File: src/rtl/can_tx_mailbox_arbiter_if.sv
// Signal bundle between the host/bit-engine side and can_tx_mailbox_arbiter.
// The arbiter uses the slave modport; the host/bit-engine side uses master.
interface can_tx_mailbox_arbiter_if #(
  parameter int unsigned NUM_MB = 4
);
  logic [NUM_MB-1:0] mb_load;
  logic [10:0]       mb_id_in;
  logic [63:0]       mb_data_in;
  logic [NUM_MB-1:0] mb_abort;
  logic              bus_idle;
  logic              tx_start;
  logic [10:0]       tx_id;
  logic [63:0]       tx_data;
  logic              tx_done;
  logic              tx_arb_lost;
  logic              tx_err;
  logic [NUM_MB-1:0] mb_pending;
  logic [NUM_MB-1:0] mb_done;
  logic [NUM_MB-1:0] mb_fail;
  logic              busy;

  modport master (
    output mb_load, mb_id_in, mb_data_in, mb_abort, bus_idle,
           tx_done, tx_arb_lost, tx_err,
    input  tx_start, tx_id, tx_data, mb_pending, mb_done, mb_fail, busy
  );

  modport slave (
    input  mb_load, mb_id_in, mb_data_in, mb_abort, bus_idle,
           tx_done, tx_arb_lost, tx_err,
    output tx_start, tx_id, tx_data, mb_pending, mb_done, mb_fail, busy
  );
endinterface

File: src/rtl/can_tx_mailbox_arbiter.sv
// CAN TX mailbox arbiter: lowest-ID pending mailbox is launched after the interframe space.
// Define CAN_TX_ARB_SINGLE_SHOT_EN for one-shot mode (any error or lost arbitration drops the frame).
module can_tx_mailbox_arbiter #(
  parameter int unsigned NUM_MB    = 4,
  parameter int unsigned MAX_RETRY = 3,
  parameter int unsigned IFS_WAIT  = 3
) (
  input  logic                   clk,
  input  logic                   rst,
  can_tx_mailbox_arbiter_if.slave bus
);
  localparam int unsigned IW = $clog2(NUM_MB);
  localparam int unsigned CW = $clog2(IFS_WAIT + 2);
  localparam logic [CW-1:0] IFS_MAX = CW'(IFS_WAIT);

  typedef enum logic [2:0] {
    S_IDLE,
    S_SELECT,
    S_WAIT_BUS,
    S_START,
    S_BUSY
  } state_t;

  state_t            state;
  logic [IW-1:0]     sel;
  logic [CW-1:0]     idle_cnt;
  logic [CW-1:0]     idle_inc;
  logic [NUM_MB-1:0] pending;
  logic [NUM_MB-1:0] done_q;
  logic [NUM_MB-1:0] fail_q;
  logic [10:0]       id_q   [NUM_MB];
  logic [63:0]       data_q [NUM_MB];
  logic              tx_start_q;
  logic              busy_q;
  logic [10:0]       tx_id_q;
  logic [63:0]       tx_data_q;
`ifndef CAN_TX_ARB_SINGLE_SHOT_EN
  logic [3:0]        retry [NUM_MB];
  logic [3:0]        retry_inc;
  assign retry_inc = retry[sel] + 4'd1;
`endif

  logic              found;
  logic [IW-1:0]     win;
  logic [10:0]       win_id;
  logic              load_any;
  logic [IW-1:0]     load_idx;
  logic [NUM_MB-1:0] locked;
  logic              frozen;

  // Strict less-than keeps the lowest index on an ID tie.
  always_comb begin
    found  = 1'b0;
    win    = '0;
    win_id = '1;
    for (int unsigned i = 0; i < NUM_MB; i++) begin
      if (pending[i] && (!found || id_q[i] < win_id)) begin
        found  = 1'b1;
        win    = IW'(i);
        win_id = id_q[i];
      end
    end
  end

  always_comb begin
    load_any = 1'b0;
    load_idx = '0;
    for (int unsigned i = 0; i < NUM_MB; i++) begin
      if (bus.mb_load[i] && !load_any) begin
        load_any = 1'b1;
        load_idx = IW'(i);
      end
    end
  end

  assign locked   = (state == S_WAIT_BUS || state == S_START || state == S_BUSY)
                    ? (NUM_MB'(1) << sel) : '0;
  assign frozen   = (state == S_START || state == S_BUSY);
  assign idle_inc = (idle_cnt == IFS_MAX) ? idle_cnt : idle_cnt + CW'(1);

  always_ff @(posedge clk) begin
    if (rst) begin
      state      <= S_IDLE;
      sel        <= '0;
      idle_cnt   <= '0;
      pending    <= '0;
      done_q     <= '0;
      fail_q     <= '0;
      tx_start_q <= 1'b0;
      busy_q     <= 1'b0;
      tx_id_q    <= '0;
      tx_data_q  <= '0;
      for (int unsigned i = 0; i < NUM_MB; i++) begin
        id_q[i]   <= '0;
        data_q[i] <= '0;
`ifndef CAN_TX_ARB_SINGLE_SHOT_EN
        retry[i]  <= '0;
`endif
      end
    end else begin
      done_q     <= '0;
      fail_q     <= '0;
      tx_start_q <= 1'b0;

      if (load_any && !locked[load_idx]) begin
        id_q[load_idx]    <= bus.mb_id_in;
        data_q[load_idx]  <= bus.mb_data_in;
        pending[load_idx] <= 1'b1;
`ifndef CAN_TX_ARB_SINGLE_SHOT_EN
        retry[load_idx]   <= '0;
`endif
      end

      // Issued after the load so that abort wins on the same mailbox.
      for (int unsigned i = 0; i < NUM_MB; i++) begin
        if (bus.mb_abort[i] && !(locked[i] && frozen)) begin
          pending[i] <= 1'b0;
`ifndef CAN_TX_ARB_SINGLE_SHOT_EN
          retry[i]   <= '0;
`endif
        end
      end

      unique case (state)
        S_IDLE: begin
          if (|pending) begin
            state  <= S_SELECT;
            busy_q <= 1'b1;
          end
        end
        S_SELECT: begin
          if (found) begin
            sel       <= win;
            tx_id_q   <= id_q[win];
            tx_data_q <= data_q[win];
            idle_cnt  <= '0;
            state     <= S_WAIT_BUS;
          end else begin
            state  <= S_IDLE;
            busy_q <= 1'b0;
          end
        end
        S_WAIT_BUS: begin
          // The locked frame may have been aborted during SELECT as well.
          if (bus.mb_abort[sel] || !pending[sel]) begin
            state  <= S_IDLE;
            busy_q <= 1'b0;
          end else if (bus.bus_idle) begin
            idle_cnt <= idle_inc;
            if (idle_inc >= IFS_MAX) begin
              state      <= S_START;
              tx_start_q <= 1'b1;
            end
          end else begin
            idle_cnt <= '0;
          end
        end
        S_START: begin
          state <= S_BUSY;
        end
        S_BUSY: begin
          if (bus.tx_done) begin
            pending[sel] <= 1'b0;
            done_q[sel]  <= 1'b1;
`ifndef CAN_TX_ARB_SINGLE_SHOT_EN
            retry[sel]   <= '0;
`endif
            state        <= S_IDLE;
            busy_q       <= 1'b0;
          end else if (bus.tx_err || bus.tx_arb_lost) begin
            state  <= S_IDLE;
            busy_q <= 1'b0;
`ifdef CAN_TX_ARB_SINGLE_SHOT_EN
            pending[sel] <= 1'b0;
            fail_q[sel]  <= 1'b1;
`else
            if (bus.tx_err) begin
              if (retry_inc == 4'(MAX_RETRY)) begin
                pending[sel] <= 1'b0;
                retry[sel]   <= '0;
                fail_q[sel]  <= 1'b1;
              end else begin
                retry[sel] <= retry_inc;
              end
            end
`endif
          end
        end
        default: begin
          state  <= S_IDLE;
          busy_q <= 1'b0;
        end
      endcase
    end
  end

  assign bus.tx_start   = tx_start_q;
  assign bus.tx_id      = tx_id_q;
  assign bus.tx_data    = tx_data_q;
  assign bus.mb_pending = pending;
  assign bus.mb_done    = done_q;
  assign bus.mb_fail    = fail_q;
  assign bus.busy       = busy_q;

endmodule

File: src/flat_wrapper.sv
// flat-port wrapper written by rule: the top's interface ports become plain ports
module can_tx_mailbox_arbiter_flat 
#(
  parameter int unsigned NUM_MB    = 4,
  parameter int unsigned MAX_RETRY = 3,
  parameter int unsigned IFS_WAIT  = 3
)
  (clk, rst, bus_mb_load, bus_mb_id_in, bus_mb_data_in, bus_mb_abort, bus_bus_idle, bus_tx_done, bus_tx_arb_lost, bus_tx_err, bus_tx_start, bus_tx_id, bus_tx_data, bus_mb_pending, bus_mb_done, bus_mb_fail, bus_busy);
  can_tx_mailbox_arbiter_if #(.NUM_MB(NUM_MB)) bus_i ();
  input  logic clk;
  input  logic rst;
  input wire logic [$bits(bus_i.mb_load)-1:0] bus_mb_load;
  input wire logic [$bits(bus_i.mb_id_in)-1:0] bus_mb_id_in;
  input wire logic [$bits(bus_i.mb_data_in)-1:0] bus_mb_data_in;
  input wire logic [$bits(bus_i.mb_abort)-1:0] bus_mb_abort;
  input wire logic [$bits(bus_i.bus_idle)-1:0] bus_bus_idle;
  input wire logic [$bits(bus_i.tx_done)-1:0] bus_tx_done;
  input wire logic [$bits(bus_i.tx_arb_lost)-1:0] bus_tx_arb_lost;
  input wire logic [$bits(bus_i.tx_err)-1:0] bus_tx_err;
  output wire logic [$bits(bus_i.tx_start)-1:0] bus_tx_start;
  output wire logic [$bits(bus_i.tx_id)-1:0] bus_tx_id;
  output wire logic [$bits(bus_i.tx_data)-1:0] bus_tx_data;
  output wire logic [$bits(bus_i.mb_pending)-1:0] bus_mb_pending;
  output wire logic [$bits(bus_i.mb_done)-1:0] bus_mb_done;
  output wire logic [$bits(bus_i.mb_fail)-1:0] bus_mb_fail;
  output wire logic [$bits(bus_i.busy)-1:0] bus_busy;
  assign bus_i.mb_load = bus_mb_load;
  assign bus_i.mb_id_in = bus_mb_id_in;
  assign bus_i.mb_data_in = bus_mb_data_in;
  assign bus_i.mb_abort = bus_mb_abort;
  assign bus_i.bus_idle = bus_bus_idle;
  assign bus_i.tx_done = bus_tx_done;
  assign bus_i.tx_arb_lost = bus_tx_arb_lost;
  assign bus_i.tx_err = bus_tx_err;
  assign bus_tx_start = bus_i.tx_start;
  assign bus_tx_id = bus_i.tx_id;
  assign bus_tx_data = bus_i.tx_data;
  assign bus_mb_pending = bus_i.mb_pending;
  assign bus_mb_done = bus_i.mb_done;
  assign bus_mb_fail = bus_i.mb_fail;
  assign bus_busy = bus_i.busy;
  can_tx_mailbox_arbiter #(.NUM_MB(NUM_MB), .MAX_RETRY(MAX_RETRY), .IFS_WAIT(IFS_WAIT)) u_core (.clk(clk), .rst(rst), .bus(bus_i));
endmodule
File: config.mk
export PLATFORM = sky130hd
export DESIGN_NAME = can_tx_mailbox_arbiter_flat
export DESIGN_NICKNAME = d
export VERILOG_FILES = /design/src/rtl/can_tx_mailbox_arbiter_if.sv /design/src/rtl/can_tx_mailbox_arbiter.sv /design/src/flat_wrapper.sv
export SDC_FILE = /design/constraint.sdc
export NUM_CORES = 1
export LEC_CHECK = 0
export ABC_AREA = 1
export CORE_UTILIZATION = 40
export DETAILED_ROUTE_END_ITERATION = 16
export PLACE_DENSITY = 0.68
export RECOVER_POWER = 50
export REMOVE_ABC_BUFFERS = 1
export SETUP_SLACK_MARGIN = 0.02
export SLEW_MARGIN = 10
export SYNTH_ARGS = -nofsm -noshare
export SYNTH_HDL_FRONTEND = slang
export SYNTH_SLANG_ARGS = --single-unit
File: constraint.sdc
create_clock -name clk -period 7.3 [get_ports clk]
set_input_delay 1.825 -clock clk [delete_from_list [all_inputs] [get_ports clk]]
set_output_delay 1.825 -clock clk [all_outputs]
set_load 0.03 [all_outputs]
==> flow_metrics.tcl, run 1 <==
set metrics [dict create \
    antenna_found_initial 0 \
    overflow 0 \
    cts_buffers 44 \
    ctsRootBufferMaster "clkbuf_16" \
    dp_cells 2889 \
    required_ns 7.77 \
    vias_per_cell 5.26 \
    p_per_area_nw_per_um2 242 \
    gp_congestion 0.868 \
    firstDrtPassIters 6 \
    start_kind "register" \
    fmax_ghz 0.151 \
    outcome "complete, but fails checks" \
    coreArea_um2 47800 \
    slew_violations 176 \
    dp_slack_ns 0.343 \
    final.min_clock_period_ns 6.62 \
    p_total_mw 5.56 \
    slowest_stage "dfxtp_1" \
    synth-compound-area-share 0.0696 \
    num_vias 15600 \
    cp_common_cell "nand2_1" \
    ys_types 38 \
    fin_cells 2970 \
    synth_top_family_by_area "simple AND/OR/NAND/NOR gates" \
    worstHoldPathType "register to register" \
    slew_headroom -1.02 \
    syn_avg_cell_area_um2 8.83 \
    grt_usage 0.218 \
    finalSetupViolations 0 \
    grt_pass1_vias 15300 \
    ys_seq_area_frac 0.591 \
    holdPathEnd "u_core.bus.busy" \
    cpPeakStageDelay_ns 0.47 \
    numPortBuffers 177 \
    clock_latency_ns 0.57 \
    dr.first_iter.drc_count 1534 \
    initial_core_util 0.406 \
    tightest_slew_ns 3.03 \
    die_h_um 222 \
    rr_endpoint "u_core.bus.tx_id[2]" \
    rr_worst_depth 35 \
    post_cts.repair.setup_buffers 0 \
    place.detailed.hpwl_mm 32.4 \
    rsz0062_at_grt "false" \
    cts_buffer_depth 3 \
    peakVddDrop_v 0.000152 \
    utilization 0.481 \
    reg2reg_slack_ns 0.68 \
    hold-worst-slack_ns 0.440 \
    mostFrequentLayoutCells "nor2_1 (471), nand2_1 (414), edfxtp_1 (316), inv_1 (265), dfxtp_1 (98)" \
    rows 80 \
    drc 0 \
    cp_data_arrival_time_ns 7.08 \
    drive_gt1_frac 0.0476 \
    wl_mm 54.4 \
    synth-simple-area-share 0.238 \
    final_hold_viol_count 0 \
    nNetsFinal 2441 \
    layout_commonest_cell "nor2_1" \
    p_leak_nw 10.1 \
    synth-seq-cells 415 \
    fin_ws_ns 0.681 \
    synthAdderAreaFrac 0.0206 \
    grt_pass1_wl_mm 85.0 \
    cts.sinks 415 \
    synthXorXnorAreaFrac 0.00135 \
    worst-path-max-fanout 33 \
    syn_area_um2 19400 \
    fillers 4437 \
    critical_path_class "register to register" \
    grt_max_degree 134 \
    wl_per_cell_um 18.3 \
    antenna_cells 0 \
    drv_cap 3 \
    whs_path_depth 2 \
    yosys_warnings 0 \
    die_area_um2 49400 \
    hp-start "u_core.bus.busy" \
    violations "max-capacitance violations, max-slew violations" \
    endpoint_kind "register" \
    die_x_um 222 \
    h-tree-depth 2 \
    syn_to_final_growth_pct 18.6 \
    min_period_over_period 0.907 \
    fin_skew_ns 0.0145 \
    cts_tree "built" \
    synth_mux_area_frac 0 \
    io-pin-count 178 \
    synthCells 2200 \
    clk_pin_slew_ns 0.06 \
    r2r_start "u_core.bus.mb_pending[0]" \
    antenna_left 0 \
]
-- power by group --
part           internal, mW  leakage (nW)  total (mW)  switching (mW)
clock network          1.19         0.648        2.11           0.926
logic                 0.222          5.23       0.670           0.448
registers              2.72          4.17        2.78          0.0639
total                  4.13          10.1        5.56            1.44
-- how the worst max path moves through the flow --
stage / cells after the start / slack (ns) / to / start
after floorplan: 35 / -0.13 / u_core.bus.tx_data[0] / u_core.bus.mb_pending[0]
after global placement: 32 / 0.48 / u_core.bus.tx_data[15] / u_core.bus.mb_pending[0]
after detailed placement: 32 / 0.34 / u_core.bus.tx_data[14] / u_core.bus.mb_pending[0]
after CTS: 32 / 0.32 / u_core.bus.tx_data[14] / u_core.bus.mb_pending[0]
after global routing: 37 / 0.04 / u_core.bus.tx_id[2] / u_core.bus.mb_pending[0]
final: 35 / 0.68 / u_core.bus.tx_id[2] / u_core.bus.mb_pending[0]
-- synth_stat cells, drive strengths merged --
| library cell | instances | area [µm²] |
|---|---|---|
| a2111oi | 3 | 26.3 |
| a211oi | 2 | 15.0 |
| a21boi | 1 | 11.3 |
| a21oi | 76 | 380 |
| a221oi | 1 | 8.76 |
| a22oi | 1 | 7.51 |
| a31oi | 3 | 18.8 |
| a32oi | 1 | 8.76 |
| buf | 36 | 171 |
| clkbuf | 94 | 359 |
| dfxtp | 99 | 1980 |
| edfxtp | 316 | 9490 |
| ha | 32 | 400 |
| inv | 270 | 1010 |
| nand2 | 425 | 1620 |
| nand3 | 74 | 370 |
| nand3b | 52 | 390 |
| nand4 | 58 | 363 |
| nor2 | 472 | 1770 |
| nor3 | 8 | 40.0 |
| nor3b | 1 | 7.51 |
| nor4 | 3 | 18.8 |
| o2111a | 1 | 11.3 |
| o2111ai | 9 | 78.8 |
| o211ai | 3 | 22.5 |
| o21ai | 141 | 706 |
| o221a | 1 | 11.3 |
| o22ai | 6 | 37.5 |
| o31ai | 1 | 7.51 |
| or2 | 7 | 43.8 |
| xnor2 | 3 | 26.3 |
-- sequential cells by signal, indices dropped and copies added, names as in the netlist, named ones only --
signal                 count
u_core.data_q            256
u_core.bus.tx_data        64
u_core.id_q               44
u_core.retry              16
u_core.bus.tx_id          11
u_core.bus.mb_done         4
u_core.bus.mb_fail         4
u_core.bus.mb_pending      4
u_core.idle_cnt            3
u_core.state               3
u_core.sel                 2
u_core.bus.busy            1
u_core.bus.tx_start        1
-- area by class of cell --
| class | count | area [µm²] | area share |
|---|---|---|---|
| clock inverters | 18 | 136 | 0.00592 |
| clock buffers | 63 | 1200 | 0.0522 |
| well taps | 615 | 769 | 0.0334 |
| multi-input cells | 1385 | 6450 | 0.280 |
| repair buffers | 204 | 1980 | 0.0858 |
| flip-flops and latches | 415 | 11500 | 0.498 |
| inverters | 270 | 1020 | 0.0445 |
-- cell families after synthesis --
family,count (synthesis)
fa+ha+maj,32
xor+xnor,3
flops,415
buf+inv,400
simple gates,1100
compound gates,250
-- worst max-delay path: cells and delay by family (launching register included) --
kind | cells | cell delay, ns
AO/OA/AOI/OAI | 8 | 1.55
adder cells (fa/ha/maj) | 3 | 0.89
buffers and inverters | 4 | 0.93
flip-flops | 1 | 0.47
AND/OR/NAND/NOR | 20 | 2.63
-- stage by stage --
stage | instance area (µm²) | TNS [ns]
after floorplan | 18900 | -5.45
after global placement | 21700 | 0
after detailed placement | 21700 | 0
after CTS | 23100 | 0
after global routing | 23000 | 0
final | 23000 | 0
-- repair_timing --
action	in CTS	in global routing
hold buffers	0	0
gates resized for setup	0	4
setup endpoints to repair	0	74
-- per-layer routing --
metal,global-route usage,vias to the layer above,part of all wire
li1,-,7435,-
met1,0.293,7452,0.44
met2,0.358,641,0.47
met3,0.0372,95,0.071
met4,0.0687,0,0.024
met5,0,-,0
(Power assumes the default switching activity.)
==> inputs of run 2 (changes only) <==
--- a/config.mk
+++ b/config.mk
@@ -8,7 +8,7 @@
 export ABC_AREA = 1
 export CORE_UTILIZATION = 40
 export DETAILED_ROUTE_END_ITERATION = 16
-export PLACE_DENSITY = 0.68
+export PLACE_DENSITY = 0.7
 export RECOVER_POWER = 50
 export REMOVE_ABC_BUFFERS = 1
 export SETUP_SLACK_MARGIN = 0.02
==> constraint.sdc (replaced) <==
create_clock -name clk -period 5.3 [get_ports clk]
set_input_delay 1.325 -clock clk [delete_from_list [all_inputs] [get_ports clk]]
set_output_delay 1.325 -clock clk [all_outputs]
set_load 0.03 [all_outputs]
==> run 2 against run 1 <==
  * The flow now finishes without violations
  * Worst hold slack improved by 0.0061 ns
  * Combinational power grew 49%
  * Register-to-register slack got worse by 0.44 ns
  * Non-clock buffer count rose by 33
  * Largest power group unchanged
==> flow_metrics.tcl, run 2 (synthesis results as in run 1) <==
set metrics [dict create \
    dp_slack_ns -0.186 \
    setup_tns_ns 0 \
    rows 80 \
    antenna_left 0 \
    ctsRootBufferMaster "clkbuf_16" \
    antenna_found_initial 0 \
    die_h_um 222 \
    grt_pass1_vias 15600 \
    wl_mm 57.0 \
    p_total_mw 7.89 \
    hold_buffers 0 \
    fin_ws_ns 0.236 \
    initial_core_util 0.406 \
    largest_register_ffs 256 \
    finalSetupViolations 0 \
    start_kind "register" \
    cts_buffer_depth 3 \
    slowest_stage "dfxtp_4" \
    syn_to_final_growth_pct 23.6 \
    p_leak_nw 10.5 \
    firstDrtPassIters 6 \
    clk_pin_slew_ns 0.06 \
    dr.first_iter.drc_count 1504 \
    fin_skew_ns 0.0168 \
    multi_input_area_um2 6660 \
    reg2reg_slack_ns 0.24 \
    layout_commonest_cell "nor2_1" \
    h-tree-depth 2 \
    overflow 0 \
    final_hold_viol_count 0 \
    num_vias 15800 \
    drc 0 \
    slew_headroom 0.205 \
    final.min_clock_period_ns 5.06 \
    peakVddDrop_v 0.000274 \
    fmax_ghz 0.197 \
    mostFrequentLayoutCells "nor2_1 (463), nand2_1 (405), edfxtp_1 (316), inv_1 (261), dfxtp_1 (97)" \
    cts.sinks 415 \
    cts_tree "built" \
    die_x_um 222 \
    gp_congestion 0.890 \
    nNetsFinal 2478 \
    place.detailed.hpwl_mm 32.8 \
    tightest_slew_ns 1.19 \
    io-pin-count 178 \
    cts_buffers 45 \
    grt_pass1_wl_mm 85.7 \
    cp_common_cell "nand2_2" \
    critical_path_class "register to register" \
    coreArea_um2 47800 \
    worst-path-max-fanout 21 \
    worstHoldPathType "register to register" \
    grt_usage 0.222 \
    drive_gt1_frac 0.0819 \
    seqCellArea_um2 11500 \
    regMostFlops "u_core.data_q" \
    clock_latency_ns 0.59 \
    grt_max_degree 114 \
    rsz0062_at_grt "true" \
    wl_per_cell_um 19.0 \
    min_period_over_period 0.955 \
    outcome "finished, final reports clean" \
    vias_per_cell 5.26 \
    slew_violations 0 \
    cp_data_arrival_time_ns 5.54 \
    drv_cap 0 \
    cpPeakStageDelay_ns 0.40 \
    fillers 4398 \
    endpoint_kind "register" \
    numPortBuffers 177 \
    required_ns 5.78 \
    p_per_area_nw_per_um2 329 \
    antenna_cells 0 \
    die_area_um2 49400 \
]
==> run 2: changes by cell type in the layout (fill, tap and decap cells not counted), moves of 6 or more <==
cell,before,now
buf_12,2,16
o21ai_1,50,61
o21ai_0,91,76
nor2_1,471,463
clkbuf_16,44,53
nand2_1,414,405
buf_4,19,29
a21oi_1,76,70
clkbuf_1,19,7
nand2_4,5,12
==> run 2: final timing paths <==
kind                            start                     end  cells after the start
max          u_core.bus.mb_pending[0]  u_core.bus.tx_data[43]                     34
min                   u_core.bus.busy         u_core.bus.busy                      2
max reg2reg  u_core.bus.mb_pending[0]  u_core.bus.tx_data[43]                     34
min reg2reg           u_core.bus.busy         u_core.bus.busy                      2
==> run 2: worst max-delay path, delay by kind of cell, from the launching register on <==
family,cells,cell delay (ns)
AOI/OAI and AO/OA,11,1.52
adders and majority gates,3,0.86
buffers and inverters,4,0.51
DFF,1,0.40
and+or+nand+nor,16,1.65
==> run 2: area by class of cell <==
class                           count  area share
Multi-Input combinational cell   1387       0.278
Tap cell                          615      0.0321
Clock inverter                     28     0.00923
Sequential cell                   415       0.478
Inverter                          270      0.0430
Clock buffer                       55      0.0502
Timing Repair inverter              1    0.000261
Timing Repair Buffer              237       0.109
==> run 2: routing by layer <==
metal  vias to the layer above  GRT usage  part of all wire
li1                       7506          -                 -
met1                      7590      0.294              0.43
met2                       632      0.366              0.48
met3                       104     0.0361             0.069
met4                         0     0.0834             0.026
met5                         -          0                 0
==> run 2: timing repair <==
item | 4_1_cts | 5_1_grt
gates resized for setup | 5 | 77
endpoints found under the setup margin | 75 | 79
gates cloned | 0 | 11
setup buffers | 0 | 2
hold endpoints to repair | 0 | 0
pin swaps | 0 | 14
==> run 2: per-stage QoR <==
| stage | area [µm²] | cells | hold WS, ns | utilization |
|---|---|---|---|---|
| 5_1_grt | 24000 | 3008 | 0.482 | 0.501 |
| 4_1_cts | 23500 | 2995 | 0.452 | 0.492 |
| 3_5_place_dp | 22100 | 2912 | 0.443 | 0.462 |
| 2_1_floorplan | 18900 | 2070 | 0.427 | - |
| 3_3_place_gp | 22100 | 2912 | 0.439 | 0.462 |
| 6_report | 24000 | 3008 | 0.446 | 0.501 |
==> run 2: report_power, final <==
group	switching, mW	internal [mW]
registers	0.0934	3.74
logic	0.645	0.355
clock network	1.33	1.73
total	2.07	5.82
==> inputs of run 3 (changes only) <==
--- a/config.mk
+++ b/config.mk
@@ -6,9 +6,11 @@
 export NUM_CORES = 1
 export LEC_CHECK = 0
 export ABC_AREA = 1
+export CELL_PAD_IN_SITES_DETAIL_PLACEMENT = 0
+export CELL_PAD_IN_SITES_GLOBAL_PLACEMENT = 1
 export CORE_UTILIZATION = 40
 export DETAILED_ROUTE_END_ITERATION = 16
-export PLACE_DENSITY = 0.7
+export PLACE_DENSITY = 0.83
 export RECOVER_POWER = 50
 export REMOVE_ABC_BUFFERS = 1
 export SETUP_SLACK_MARGIN = 0.02
==> constraint.sdc (replaced) <==
create_clock -name clk -period 6.1 [get_ports clk]
set_input_delay 1.525 -clock clk [delete_from_list [all_inputs] [get_ports clk]]
set_output_delay 1.525 -clock clk [all_outputs]
set_load 0.03 [all_outputs]
==> run 3 against run 2 <==
  * The flow now finishes with violations (max-capacitance violations, max-slew violations)
  * Via count shrank 2.1%
  * Critical path type is now input pin to register
  * Combinational power is 18% lower
  * Worst hold slack gained 0.0017 ns
  * Clock skew increased by 0.0072 ns
  * Non-clock buffer count decreased by 22
  * Clock-buffer cell count increased by 16
==> flow_metrics.tcl, run 3 (synthesis results as in run 1) <==
set metrics [dict create \
    outcome "complete, but fails checks" \
    violations "max-capacitance violations, max-slew violations" \
    whs_path_depth 2 \
    min_period_over_period 0.961 \
    initial_core_util 0.406 \
    gp_congestion 0.891 \
    fmax_ghz 0.171 \
    tightest_slew_ns 2.18 \
    wl_mm 55.8 \
    num_vias 15500 \
    reg2reg_slack_ns 0.50 \
    finalSetupViolations 0 \
    drv_cap 1 \
    overflow 0 \
    final.min_clock_period_ns 5.86 \
    vias_per_cell 5.19 \
    cts_tree "built" \
    io-pin-count 178 \
    grt_max_degree 123 \
    die_area_um2 49400 \
    holdPathEnd "u_core.bus.busy" \
    coreArea_um2 47800 \
    fillers 4434 \
    rsz0062_at_grt "false" \
    largest_register_ffs 256 \
    peakVddDrop_v 0.000195 \
    dr.first_iter.drc_count 1231 \
    mostFrequentLayoutCells "nor2_1 (470), nand2_1 (414), edfxtp_1 (316), inv_1 (263), dfxtp_1 (97)" \
    place.detailed.hpwl_mm 31.7 \
    nNetsFinal 2455 \
    cts_buffers 46 \
    drc 0 \
    cts.sinks 415 \
    slew_violations 40 \
    antenna_found_initial 2 \
    rr_worst_depth 37 \
    grt_pass1_vias 14900 \
    antenna_left 0 \
    dp_slack_ns -0.0362 \
    wl_per_cell_um 18.7 \
    layout_commonest_cell "nor2_1" \
    clock_latency_ns 0.60 \
    rows 80 \
    p_per_area_nw_per_um2 295 \
    ctsRootBufferMaster "clkbuf_16" \
    endpoint_kind "register" \
    fin_skew_ns 0.0240 \
    cp_data_arrival_time_ns 6.08 \
    firstDrtPassIters 7 \
    h-tree-depth 2 \
    worstHoldPathType "register to register" \
    grt_usage 0.221 \
    antenna_cells 0 \
    post_cts.repair.setup_buffers 0 \
    regMostFlops "u_core.data_q" \
    die_x_um 222 \
    hold_buffers 0 \
    drive_gt1_frac 0.0590 \
    p_leak_nw 10.3 \
    rr_endpoint "u_core.bus.tx_data[12]" \
    syn_to_final_growth_pct 21.0 \
    start_kind "input pin" \
    required_ns 6.32 \
    die_h_um 222 \
    utilization 0.491 \
    fin_ws_ns 0.241 \
    worst-path-max-fanout 22 \
    r2r_start "u_core.bus.mb_pending[0]" \
    hp-start "u_core.bus.busy" \
    numPortBuffers 177 \
    hold-worst-slack_ns 0.448 \
    clk_pin_slew_ns 0.06 \
    cts_buffer_depth 3 \
    critical_path_class "input pin to register" \
    grt_pass1_wl_mm 84.7 \
    slew_headroom -0.455 \
    final_hold_viol_count 0 \
]
## run 3: final cells by class
cell class / count / area, µm² / area share
repair buffers: 215 / 2220 / 0.0944
inverters: 270 / 1030 / 0.0437
well taps: 615 / 769 / 0.0327
flip-flops and latches: 415 / 11500 / 0.488
repair inverters: 1 / 7.51 / 0.000319
clock buffers: 71 / 1380 / 0.0586
clock inverters: 15 / 149 / 0.00634
multi-input cells: 1385 / 6480 / 0.276
## run 3: per-layer routing
layer	vias to the layer above	global-route usage	share of wire
li1	7468	-	-
met1	7359	0.297	0.44
met2	587	0.366	0.47
met3	86	0.0337	0.070
met4	0	0.0716	0.025
met5	-	0	0
## run 3: what timing repair did
| item | in CTS | in global routing |
|---|---|---|
| cloned | 0 | 4 |
| resized for setup | 2 | 24 |
| endpoints found under the setup margin | 67 | 79 |
## run 3: worst max path at each step
stage	startpoint	end	slack, ns	cells past startpoint
2_1_floorplan	u_core.bus.mb_pending[0]	u_core.bus.tx_data[0]	-1.33	35
3_3_place_gp	u_core.bus.mb_pending[0]	u_core.bus.tx_data[38]	0.18	35
4_1_cts	u_core.bus.mb_pending[0]	u_core.bus.tx_data[12]	0.03	38
6_report	bus_mb_load[1]	u_core.data_q[2][19]	0.24	10
5_1_grt	bus_mb_load[1]	u_core.id_q[1][3]	0.02	12
3_5_place_dp	u_core.bus.mb_pending[0]	u_core.bus.tx_data[45]	-0.04	37
## run 3: report_power, final
group	total, mW	leakage (nW)	switching, mW	internal [mW]
sequential	3.33	4.17	0.0764	3.25
combinational	0.824	5.35	0.544	0.280
clock	2.78	0.741	1.17	1.61
## run 3: worst max-delay path, stage by stage
cell and delay [ns]:
dlygate4sd3_1 0.55, inv_1 0.04, nor2_1 0.32, clkinvlp_2 1.11, nand2_1 0.41, o211ai_1 0.14
o211ai_1 0.16, nand2_1 0.16, nand2_1 0.95, clkbuf_2 0.70
## run 3: through the flow
step           cells  setup TNS [ns]  power [mW]  area [µm²]
6_report        2987               0        6.93       23500
5_1_grt         2987               0        7.16       23500
4_1_cts         2983               0        6.97       23400
3_5_place_dp    2897          -0.177        4.21       21900
3_3_place_gp    2897               0        4.19       21900
2_1_floorplan   2070         -279.16        3.86       18900
